===== src/rtl/atmega_pcint.sv =====
// atmega_pcint: pin-change interrupt block (PCMSK / PCIFR / PCICR / PCCAP).
// Each pin passes through a two-flop synchronizer. Its stable level is compared
// with the level from the previous cycle. Enabled pins that change set a latched
// flag and a sticky per-pin capture bit.
// Optional build macro: ATMEGA_PCINT_DEBOUNCE_EN adds a per-pin debounce filter.
// With the macro undefined, the synchronizer output is used directly.
module atmega_pcint #(
    parameter int                    BUS_ADDR_DATA_LEN = 8,
    parameter int                    PORT_WIDTH        = 8,
    parameter int                    BASE_ADDR         = 0,
    parameter int                    PCMSK_ADDR        = 'h00,
    parameter int                    PCIFR_ADDR        = 'h01,
    parameter int                    PCICR_ADDR        = 'h02,
    parameter int                    PCCAP_ADDR        = 'h03,
    parameter logic [PORT_WIDTH-1:0] PINMASK           = PORT_WIDTH'('hFF),
    parameter int                    DEBOUNCE_CYCLES   = 4
) (
    input  logic                         clk_i,
    input  logic                         rst_i,
    input  logic [BUS_ADDR_DATA_LEN-1:0] addr_i,
    input  logic                         wr_i,
    input  logic                         rd_i,
    input  logic [PORT_WIDTH-1:0]        bus_i,
    output logic [PORT_WIDTH-1:0]        bus_o,
    input  logic [PORT_WIDTH-1:0]        pins_i,
    output logic                         int_o,
    input  logic                         int_ack_i
);

    localparam logic [BUS_ADDR_DATA_LEN-1:0] A_PCMSK = BUS_ADDR_DATA_LEN'(BASE_ADDR + PCMSK_ADDR);
    localparam logic [BUS_ADDR_DATA_LEN-1:0] A_PCIFR = BUS_ADDR_DATA_LEN'(BASE_ADDR + PCIFR_ADDR);
    localparam logic [BUS_ADDR_DATA_LEN-1:0] A_PCICR = BUS_ADDR_DATA_LEN'(BASE_ADDR + PCICR_ADDR);
    localparam logic [BUS_ADDR_DATA_LEN-1:0] A_PCCAP = BUS_ADDR_DATA_LEN'(BASE_ADDR + PCCAP_ADDR);

    // Reject an out-of-range debounce length at elaboration.
    if (DEBOUNCE_CYCLES < 1 || DEBOUNCE_CYCLES > 255) begin : g_bad_debounce
        $error("atmega_pcint: DEBOUNCE_CYCLES must be in 1..255");
    end

    logic [PORT_WIDTH-1:0] s1_q, s1_d;
    logic [PORT_WIDTH-1:0] s2_q, s2_d;
    logic [PORT_WIDTH-1:0] prv_q, prv_d;
    logic [PORT_WIDTH-1:0] pcmsk_q, pcmsk_d;
    logic [PORT_WIDTH-1:0] pccap_q, pccap_d;
    logic                  pcifr_q, pcifr_d;
    logic                  pcicr_q, pcicr_d;
    logic [PORT_WIDTH-1:0] stable;
    logic [PORT_WIDTH-1:0] change;

    logic hit_msk, hit_ifr, hit_icr, hit_cap;

    // Full-width address decode. Accesses that match no register are ignored.
    assign hit_msk = (addr_i == A_PCMSK);
    assign hit_ifr = (addr_i == A_PCIFR);
    assign hit_icr = (addr_i == A_PCICR);
    assign hit_cap = (addr_i == A_PCCAP);

`ifdef ATMEGA_PCINT_DEBOUNCE_EN
    localparam int CW = 8;

    logic [PORT_WIDTH-1:0] stable_q, stable_d;
    logic [CW-1:0]         cnt_q [PORT_WIDTH];
    logic [CW-1:0]         cnt_d [PORT_WIDTH];

    // Count consecutive cycles where s2 differs from stable. Accept the new level when the count is reached.
    always_comb begin
        stable_d = stable_q;
        for (int i = 0; i < PORT_WIDTH; i++) begin
            cnt_d[i] = '0;
            if (s2_q[i] != stable_q[i]) begin
                if (cnt_q[i] == CW'(DEBOUNCE_CYCLES - 1)) begin
                    stable_d[i] = s2_q[i];
                end else begin
                    cnt_d[i] = cnt_q[i] + CW'(1);
                end
            end
        end
    end

    // Debounce state registers.
    always_ff @(posedge clk_i) begin
        if (rst_i) begin
            stable_q <= '0;
            // NOTE: the counters form a small flop array (not RAM), so a per-entry reset loop is cheap and keeps the filter deterministic.
            for (int i = 0; i < PORT_WIDTH; i++) begin
                cnt_q[i] <= '0;
            end
        end else begin
            stable_q <= stable_d;
            for (int i = 0; i < PORT_WIDTH; i++) begin
                cnt_q[i] <= cnt_d[i];
            end
        end
    end

    assign stable = stable_q;
`else
    assign stable = s2_q;
`endif

    // Next-state logic for the synchronizer, edge detect and register file. A set wins over a same-cycle clear.
    always_comb begin
        // NOTE: every output gets a default first, so no path leaves a value unassigned and no latch is inferred.
        s1_d    = pins_i & PINMASK;
        s2_d    = s1_q;
        prv_d   = stable;
        change  = (stable ^ prv_q) & pcmsk_q & PINMASK;

        pcmsk_d = pcmsk_q;
        if (wr_i && hit_msk) begin
            pcmsk_d = bus_i & PINMASK;
        end

        pcicr_d = pcicr_q;
        if (wr_i && hit_icr) begin
            pcicr_d = bus_i[0];
        end

        pcifr_d = pcifr_q;
        if ((wr_i && hit_ifr && bus_i[0]) || int_ack_i) begin
            pcifr_d = 1'b0;
        end
        if (|change) begin
            pcifr_d = 1'b1;
        end

        pccap_d = pccap_q;
        if (wr_i && hit_cap) begin
            pccap_d = pccap_q & ~bus_i;
        end
        pccap_d = (pccap_d | change) & PINMASK;
    end

    // State registers with synchronous active-high reset.
    always_ff @(posedge clk_i) begin
        if (rst_i) begin
            s1_q    <= '0;
            s2_q    <= '0;
            prv_q   <= '0;
            pcmsk_q <= '0;
            pccap_q <= '0;
            pcifr_q <= 1'b0;
            pcicr_q <= 1'b0;
        end else begin
            // NOTE: non-blocking assignments let every flop sample pre-edge values, so the s1->s2 chain really is two stages.
            s1_q    <= s1_d;
            s2_q    <= s2_d;
            prv_q   <= prv_d;
            pcmsk_q <= pcmsk_d;
            pccap_q <= pccap_d;
            pcifr_q <= pcifr_d;
            pcicr_q <= pcicr_d;
        end
    end

    // Combinational read mux. Returns 0 unless a read hits a register, and is forced to 0 during reset.
    always_comb begin
        bus_o = '0;
        if (rd_i && !rst_i) begin
            if (hit_msk) begin
                bus_o = pcmsk_q & PINMASK;
            end else if (hit_ifr) begin
                bus_o = PORT_WIDTH'(pcifr_q);
            end else if (hit_icr) begin
                bus_o = PORT_WIDTH'(pcicr_q);
            end else if (hit_cap) begin
                bus_o = pccap_q & PINMASK;
            end
        end
    end

    assign int_o = pcifr_q & pcicr_q & ~rst_i;

endmodule


===== config.mk =====
export PLATFORM = sky130hd
export DESIGN_NAME = atmega_pcint
export DESIGN_NICKNAME = d
export VERILOG_FILES = /design/src/rtl/atmega_pcint.sv
export SDC_FILE = /design/constraint.sdc
export NUM_CORES = 1
export LEC_CHECK = 0
export BUFFER_PORTS_ARGS = -buffer_cell sky130_fd_sc_hd__buf_4
export CAP_MARGIN = 20
export CELL_PAD_IN_SITES_DETAIL_PLACEMENT = 2
export CELL_PAD_IN_SITES_GLOBAL_PLACEMENT = 2
export CORE_MARGIN = 1
export CORE_UTILIZATION = 25
export CTS_CLUSTER_DIAMETER = 100
export DETAILED_ROUTE_END_ITERATION = 8
export PLACE_DENSITY_LB_ADDON = 0.2
export SYNTH_ARGS = -nofsm -noshare
export SYNTH_HDL_FRONTEND = slang
export SYNTH_SLANG_ARGS = --single-unit

===== constraint.sdc =====
create_clock -name clk_i -period 1.87 [get_ports clk_i]
set_input_delay 0.0935 -clock clk_i [delete_from_list [all_inputs] [get_ports clk_i]]
set_output_delay 0.0935 -clock clk_i [all_outputs]
set_load 0.005 [all_outputs]

==> results.sh <==
export IMPL_grt_pass1_wl_mm=6.22
export IMPL_fin_area_um2=2070
export IMPL_fin_cells=282
export IMPL_final_setup_tns_ns=0
export IMPL_min_path_type="in2reg"
export IMPL_startpoint_type="flip-flop"
export IMPL_power_internal_mw=1.28
export IMPL_peakVddDrop_mv=0.385
export IMPL_dp_cells=272
export IMPL_finalHoldViolCount=0
export IMPL_max_cap_violations=0
export IMPL_gp_congestion=0.768
export IMPL_power_frac_comb_pct=7.2
export IMPL_fp_coreArea_um2=6030
export IMPL_cpPeakStageDelay_ns=0.45
export IMPL_hold_depth=2
export IMPL_antenna_found_initial=0
export IMPL_antenna_left=0
export IMPL_post_route_util_pct=34.4
export IMPL_path_delay_family="multiplexers"
export IMPL_fin_hold_ws_ns=0.0193
export IMPL_setup_viol=0
export IMPL_rows=28
export IMPL_cts_tree="yes"
export IMPL_r2r_end="pcifr_q$_SDFFE_PP0P_"
export IMPL_worstPathArrival_ns=1.41
export IMPL_vias=1250
export IMPL_sw_frac_of_total_pct=21.3
export IMPL_rsz0062_at_grt="false"
export IMPL_io_pins=38
export IMPL_netlist_top_cells_count="dfxtp_1, nor2b_1, nor2_1"
export IMPL_yosys_area_top_type_share_pct=52.7
export IMPL_finalWirelength_mm=3.76
export IMPL_worst_pin_slew_ns=0.430
export IMPL_drive_above_1_share_pct=24.6
export IMPL_multi_input_area_um2=698
export IMPL_synth_area_leader_cell="dfxtp_1"
export IMPL_critPathSlowestCell="mux4_2"
export IMPL_critPathKind="reg2out"
export IMPL_avgSynthCellArea_um2=9.73
export IMPL_r2r_start="prv_d[3]$_SDFF_PP0_"
export IMPL_power_density_nw_per_um2=783
export IMPL_fmax_mhz=664
export IMPL_synth_edf_count=0
export IMPL_leakagePower_nw=0.919
export IMPL_register_area_um2=841
export IMPL_rr_worst_depth=4
export IMPL_die_area_um2=6710
export IMPL_initial_utilization_pct=26.5
export IMPL_synthCells=164
export IMPL_vias_per_cell=4.43
export IMPL_n_antenna_cell=0
export IMPL_seqPwrFrac_pct=56.9
export IMPL_synth_seq_cells=42
export IMPL_synthFlopType="dfxtp_1"
export IMPL_p_total_mw=1.62
export IMPL_placed_cell_area_um2=1960
export IMPL_clock_sinks=42
export IMPL_io_buffers=37
export IMPL_grt_max_degree=44
export IMPL_skew_ns=0.00391
export IMPL_cts_buffers=5
export IMPL_end_kind="primary output"
export IMPL_mappedNetlistNets=193
export IMPL_synth_area_leaders="dfxtp_1, nor2b_1, mux2i_1"
export IMPL_p_clk_share_pct=35.9
export IMPL_fillers=696
export IMPL_finalMaxSlewViolations=0
export IMPL_whs_endpoint="s1_q[6]$_SDFF_PP0_"
export IMPL_cp_max_fo=3
export IMPL_avgRoutedWirePerCell_um=13.3
export IMPL_worstPathCellList="mux4_2 > and3_2 > buf_4"
export IMPL_htreeDepth=2
export IMPL_critPathRequiredTime_ns=1.78
export IMPL_clk_insertion_delay_late_ns=0.29
export IMPL_grtUsageTotal_pct=12.8
export IMPL_async_flop_share_pct=0
export IMPL_place_detailed_hpwl_mm=2.87
export IMPL_globalRouteOverflowTotal=0
export IMPL_grt_pass1_vias=1322
export IMPL_synth_most_common_cell="dfxtp_1"
export IMPL_path_clk_slew_ns=0.07
export IMPL_nets=235
export IMPL_ys_warn_count=0
export IMPL_die_h_um=81.9
export IMPL_r2r_slack_ns=0.79
export IMPL_max_slew_margin_pct=71.2
export IMPL_fp_dieW_um=81.9
export IMPL_drtIter0Drc=32
export IMPL_yosysSeqAreaShare_pct=52.7
export IMPL_finalWorstSetupSlack_ns=0.363
export IMPL_first_pass_iters=3
export IMPL_hp_start="pins_i[6]"
export IMPL_pre_cts_ws_ns=0.320
export IMPL_hold_buffers=0
export IMPL_cts_resized=0
export IMPL_fin_crit_sh_pct=80.6
export IMPL_cts_root_buffer="clkbuf_8"
export IMPL_status="complete, no violations"
export IMPL_clock_path_buffers=2
export IMPL_syn2layout_area_growth_pct=29.7
export IMPL_period_needed_ns=1.51
export IMPL_critical_path_buf_inv_count=1
export IMPL_netlist_area_um2=1600
export IMPL_power_switching_uw=345
export IMPL_drc=0
export IMPL_post_cts_buffers=0
export IMPL_synthDistinctLibCells=24
-- layer usage --
| layer | routed length (um) | global-route usage, % | up-vias |
|---|---|---|---|
| li1 | - | - | 627 |
| met1 | 1630 | 15.0 | 588 |
| met2 | 1860 | 21.7 | 31 |
| met3 | 213 | 3.56 | 4 |
| met4 | 57 | 5.79 | 0 |
| met5 | 0 | 0 | - |
-- worst max path at each step --
stage,slack [ns],cells after the start,start,end
floorplan,0.77,4,addr_i[3],pccap_q[0]$_SDFF_PP0_
global placement,0.42,5,addr_i[3],pccap_q[0]$_SDFF_PP0_
detailed placement,0.32,5,addr_i[3],pccap_q[1]$_SDFF_PP0_
CTS,0.33,3,pcmsk_q[0]$_SDFFE_PP0P_,bus_o[0]
global route,0.30,3,pcmsk_q[0]$_SDFFE_PP0P_,bus_o[0]
finish,0.36,3,pcmsk_q[0]$_SDFFE_PP0P_,bus_o[0]
-- flip-flops by register name, summed over array words and instances, names as in the netlist --
name / flops
pcicr_q: 1
prv_q: 8
s1_q: 8
prv_d: 8
pcmsk_q: 8
pcifr_q: 1
pccap_q: 8
-- kinds of logic (layout without fill, tap and decap cells) --
group	Yosys count	in the layout	share of synthesized area, %
and+or+nand+nor	64	64	23.0
DFF	42	42	52.7
AOI/OAI and AO/OA	25	25	9.25
buffers and inverters	15	58	3.60
muxes	10	10	7.05
xor gates and xnor gates	8	8	4.39
-- power groups by stage --
| stage | combinational [mW] | clock (mW) | sequential, mW |
|---|---|---|---|
| 2_1_floorplan | 0.0491 | 0 | 0.942 |
| 3_3_place_gp | 0.113 | 0 | 0.943 |
| 3_5_place_dp | 0.117 | 0 | 0.944 |
| 4_1_cts | 0.117 | 0.628 | 0.923 |
| 5_1_grt | 0.131 | 0.670 | 0.925 |
| 6_report | 0.117 | 0.583 | 0.922 |
-- cell usage in the layout, fill, tap and decap left out --
cell           netlist  routed
mux2i_1              9       9
mux4_2               1       1
and4_1               2       2
nand4b_1             1       1
nor4_4               1       1
nor4b_1              1       1
dfxtp_1             42      42
o21ai_0              8       8
nand2_1             12      12
clkinv_2             0       1
o311ai_1             1       1
and3_2               1       1
inv_1                9       9
nor2_1              18      18
a22oi_1              7       7
nor2b_1             24      24
a21oi_1              8       8
nand3_4              1       1
nand3_1              1       1
clkbuf_8             0       6
xor2_1               8       8
nor3b_2              1       1
a31oi_1              1       1
and2_1               1       1
clkbuf_1             5       1
dlygate4sd3_1        0       2
buf_4                0      39
-- final cells by class --
type                            count  area share [%]
Tap cell                           75            4.53
Sequential cell                    42            40.6
Inverter                            9            1.63
Clock buffer                        7            4.17
Multi-Input combinational cell    107            33.7
Clock inverter                      1           0.242
Timing Repair Buffer               41            15.1
Power figures use the tool's default switching activity.
